--- config.mk ---
export PLATFORM = sky130hd
export DESIGN_NAME = reg8_rr_write_arb
export DESIGN_NICKNAME = d
export VERILOG_FILES = /design/src/rtl/reg8_rr_write_arb.sv
export SDC_FILE = /design/constraint.sdc
export NUM_CORES = 1
export LEC_CHECK = 0
export ABC_CLOCK_PERIOD_IN_PS = 2700
export BUFFER_PORTS_ARGS = -buffer_cell sky130_fd_sc_hd__buf_2
export CAP_MARGIN = 40
export CORE_MARGIN = 1
export CORE_UTILIZATION = 51
export CTS_BUF_LIST = sky130_fd_sc_hd__clkbuf_8
export DETAILED_ROUTE_END_ITERATION = 16
export PLACE_DENSITY = 0.95
export REMOVE_ABC_BUFFERS = 1
export SYNTH_ARGS = -nofsm -noshare
export SYNTH_HDL_FRONTEND = slang
export SYNTH_SLANG_ARGS = --single-unit
--- constraint.sdc ---
create_clock -name clk -period 2.7 [get_ports clk]
set_input_delay 0.27 -clock clk [delete_from_list [all_inputs] [get_ports clk]]
set_output_delay 0.27 -clock clk [all_outputs]
set_load 0.02 [all_outputs]
--- src/rtl/reg8_rr_write_arb.sv ---
// Round-robin write arbiter owning one shared register: IDLE -> GRANT -> ACK per write.
// Outputs are all registered; async active-low clear aborts any write in flight.
module reg8_rr_write_arb #(
    parameter int              N_REQ   = 4,
    parameter int              DW      = 8,
    parameter logic [DW-1:0]   RST_VAL = '0
) (
    input  logic                      clk,
    input  logic                      rst_n,
    input  logic [N_REQ-1:0]          req_i,
    input  logic [N_REQ*DW-1:0]       data_i,
    output logic [N_REQ-1:0]          grant_o,
    output logic [N_REQ-1:0]          ack_o,
    output logic [DW-1:0]             q_o,
    output logic [$clog2(N_REQ)-1:0]  owner_o,
    output logic                      upd_o,
    output logic                      busy_o
);

    localparam int IW = $clog2(N_REQ);

    typedef enum logic [1:0] {IDLE, GRANT, ACK} state_t;

    state_t          state_reg;
    logic [IW-1:0]   ptr_reg;
    logic [IW-1:0]   win_reg;

    logic [DW-1:0]   data_arr [N_REQ];
    logic [N_REQ-1:0] pick_onehot;
    logic [N_REQ-1:0] win_onehot;
    logic [IW-1:0]   pick_idx;
    logic [IW:0]     cand;
    logic            found;

    genvar gi;
    generate
        for (gi = 0; gi < N_REQ; gi++) begin : g_lane
            assign data_arr[gi]    = data_i[gi*DW +: DW];
            assign pick_onehot[gi] = (pick_idx == IW'(gi));
            assign win_onehot[gi]  = (win_reg == IW'(gi));
        end
    endgenerate

    // First set request scanning ptr, ptr+1, ... with wrap at N_REQ (N_REQ need not be a power of 2).
    always_comb begin
        found    = 1'b0;
        pick_idx = '0;
        cand     = '0;
        for (int i = 0; i < N_REQ; i++) begin
            cand = {1'b0, ptr_reg} + (IW+1)'(i);
            if (cand >= (IW+1)'(N_REQ)) begin
                cand = cand - (IW+1)'(N_REQ);
            end
            if (!found && req_i[cand[IW-1:0]]) begin
                found    = 1'b1;
                pick_idx = cand[IW-1:0];
            end
        end
    end

    always_ff @(posedge clk or negedge rst_n) begin
        if (!rst_n) begin
            state_reg <= IDLE;
            ptr_reg   <= '0;
            win_reg   <= '0;
            q_o       <= RST_VAL;
            grant_o   <= '0;
            ack_o     <= '0;
            upd_o     <= 1'b0;
            owner_o   <= '0;
            busy_o    <= 1'b0;
        end else begin
            ack_o <= '0;
            upd_o <= 1'b0;
            case (state_reg)
                IDLE: begin
                    if (found) begin
                        win_reg   <= pick_idx;
                        grant_o   <= pick_onehot;
                        busy_o    <= 1'b1;
                        state_reg <= GRANT;
                    end
                end
                GRANT: begin
                    grant_o <= '0;
                    // A withdrawn request leaves q_o, owner and pointer untouched.
                    if (req_i[win_reg]) begin
                        q_o       <= data_arr[win_reg];
                        ack_o     <= win_onehot;
                        upd_o     <= 1'b1;
                        owner_o   <= win_reg;
                        state_reg <= ACK;
                    end else begin
                        busy_o    <= 1'b0;
                        state_reg <= IDLE;
                    end
                end
                ACK: begin
                    ptr_reg   <= (win_reg == IW'(N_REQ-1)) ? '0 : win_reg + 1'b1;
                    busy_o    <= 1'b0;
                    state_reg <= IDLE;
                end
                default: begin
                    grant_o   <= '0;
                    busy_o    <= 1'b0;
                    state_reg <= IDLE;
                end
            endcase
        end
    end

endmodule
==> results.md <==
- Top cells by area, synth: dfrtp_1 49%, mux4_2 14%, mux2_2 6.0%
- Unrepaired setup endpoints after global routing: no
- Hold Fails Final Rpt: 26
- Yosys cell types: 31
- Sequential cell area fraction in the yosys report: 49.3%
- Metal2 WL: 1580 um
- H-tree levels: 1
- Top Layer Used: met4
- Synth top area share: 49.3%
- VDD IR-drop max: 631 uV
- Failing checks: negative hold slack
- Arrival time worst endpoint: 2.35 ns
- Clk_lat worst skew: 0.27 ns
- Max reg flops: 8
- Relative slew slack: 56.8%
- Syn Inst Count: 94
- Top FF cell, synth: dfrtp_1
- CP Capture Type: flip-flop
- Fmax achieved: 456 MHz
- Setup WS post-layout: 0.508 ns
- Wire per inst: 16.3 um
- CP Max Fanout: 15
- Largest net degree at the start of global routing: 27
- TritonCTS Buffers: 3
- Global Route Usage Sum: 23.0%
- First-pass GRT wire length: 4550 um
- Simple-gate portion of the synthesized area: 7.02%
- Number of max-cap violations: 0
- GP Congestion: 0.775
- Clock transition at path regs: 0.09 ns
- Top flop regs: q_o (8), ack_o (4), grant_o (4)
- Std-Cell Rows: 18
- Post-cts resize count: 0
- Hold Buf Count CTS: 0
- EDFF count, synth: 0
- CTS tree: done
- Worst min path class: in -> async
- Die W: 52.9 um
- Vias per cell: 5.64
- Synth Cell Area: 1320 sq um
- Total I/O pin count: 58
- Most flop-heavy register: q_o
- PortBufs: 57
- DRT iter0 DRCs: 15
- P&R area growth vs syn: 28.1%
- Final TNS setup: 0 ns
- 1st-pass router iterations: 4
- DRC violations left: 0
- CP required: 2.85 ns
- Fraction of layout cells with a size suffix above 1: 52.9%
- Synth Register Bits: 26
- Post-synth top area cell: dfrtp_1
- Global route overflow: 0
- Adder-cell area share of the yosys netlist: 3.80%
- Hold slack: -0.0244 ns
- Leak: 0.837 nW
- Setup repair bufs after CTS: 0
- CTS root buffer: clkbuf_8
- WL final: 2970 um
- Startpoint types: flip-flop
- Fillers: 170
- Largest family of logic cells by synthesized area: multiplexers
- Tightest Pin Transition: 0.647 ns
- Status: finished with violations
- Asr flop ratio synth: 100%
- Avg Inst Size Synth: 14.0 sq um
- Clock buffer depth: 2
- # setup viols final: 0
- Crit path time final: 2.19 ns
- Via count: 1032
- DRT antenna net count: 0
- Initial antenna violation count: 0
- Metal-1 WL: 1150 um
- Final Max Tran Viols: 0
- Die area: 2790 sq um
- Placement Setup Slack: 0.591 ns
- Synth Area in XOR/XNOR: 0%
- Setup Skew: 0.00267 ns
- Starting Density: 53.7%
- Routed met3 length: 214 um
- Final nets: 196
- Cell Pwr Density: 1140 nW/um^2
- Most frequent cells in the layout: 57 x buf_2, 26 x dfrtp_1, 8 x mux4_2, 7 x mux2_2, 5 x and2_1
- Post-synthesis compound-gate area fraction: 11.7%
- Tcrit/Tclk final: 81.2%
- Launching point of the worst reg2reg path: win_reg[1]$_DFFE_PN0P_
- Mux contribution to synthesized area: 25.3%
- Worst setup startpoint: win_reg[1]$_DFFE_PN0P_
- Clk sink count: 26
- Area of the core: 2450 sq um
- Post-detail-place hpwl: 2260 um
- ANT cells: 0
- Yosys warning count: 0
- Commonest non-fill, non-tap cell in the layout: buf_2
- Total power draw: 1.92 mW
- Height of the chip: 52.9 um
- Type of the worst setup path: reg -> reg
- Vias in the first global route: 1043
-- power breakdown --
group	internal (mW)	switching (mW)	total, mW
registers	0.559	0.167	0.726
clock network	0.130	0.120	0.250
logic	0.451	0.494	0.945
-- area by class of cell --
| cell class | instances | area (sq um) | share of cell area [%] |
|---|---|---|---|
| sequential | 26 | 651 | 38.5 |
| inverter | 4 | 15.0 | 0.889 |
| clock buffer | 4 | 55.1 | 3.26 |
| tap | 30 | 37.5 | 2.22 |
| multi-input combinational | 60 | 631 | 37.3 |
| timing repair buffer | 59 | 300 | 17.8 |
-- per-layer routing --
layer | up-vias | GRT usage (%)
met2 | 46 | 43.7
li1 | 476 | -
met1 | 506 | 26.1
met4 | 0 | 7.46
met5 | - | 0
met3 | 4 | 3.16
-- worst max-delay path: stages, from the launching register on --
cell,delay [ns]
dfrtp_1,0.77
a211oi_2,0.14
a2111oi_4,0.55
buf_4,0.28
mux2_1,0.34
-- path summary, 6_finish.rpt --
| kind | endpoint | slack, ns | cells past startpoint |
|---|---|---|---|
| worst max-delay path | q_o[5]$_DFFE_PN0N_ | 0.51 | 4 |
| worst min-delay path | upd_o$_DFF_PN0_ | -0.02 | 1 |
| worst max register to register | q_o[5]$_DFFE_PN0N_ | 0.51 | 4 |
| worst min register to register | grant_o[1]$_DFFE_PN0P_ | 0.49 | 1 |
| max in group asynchronous | owner_o[1]$_DFFE_PN0N_ | 2.36 | 1 |
| min in group clk | grant_o[1]$_DFFE_PN0P_ | 0.43 | 3 |
-- through the flow --
| step | instance area, sq um | cells | hold WS, ns | utilization [%] |
|---|---|---|---|---|
| floorplan | 1300 | 90 | -0.0256 | - |
| global placement | 1630 | 179 | 0.283 | 66.6 |
| detailed placement | 1630 | 179 | 0.296 | 66.6 |
| CTS | 1690 | 183 | 0.0000405 | 68.8 |
| global route | 1690 | 183 | 0.0217 | 68.8 |
| finish | 1690 | 183 | -0.0244 | 68.8 |
-- Yosys cell counts (2+ instances only) --
cell type and instances:
mux4_2 8, ha_1 4, mux2_2 7, a21oi_1 3
clkbuf_1 2, inv_1 4, a32o_1 2, and2_1 5
o22a_1 2, nand2_1 4, dfrtp_1 26, nor2_1 3
mux2i_1 3, mux2_1 4
-- cell families (layout without fill, tap and decap cells) --
logic type               Yosys count  in the layout
flip-flops                        26             26
multiplexers                      22             22
AO/OA/AOI/OAI                     17             17
AND/OR/NAND/NOR                   17             17
buffers and inverters              8             67
adder cells (fa/ha/maj)            4              4
Power figures use the tool's default switching activity.
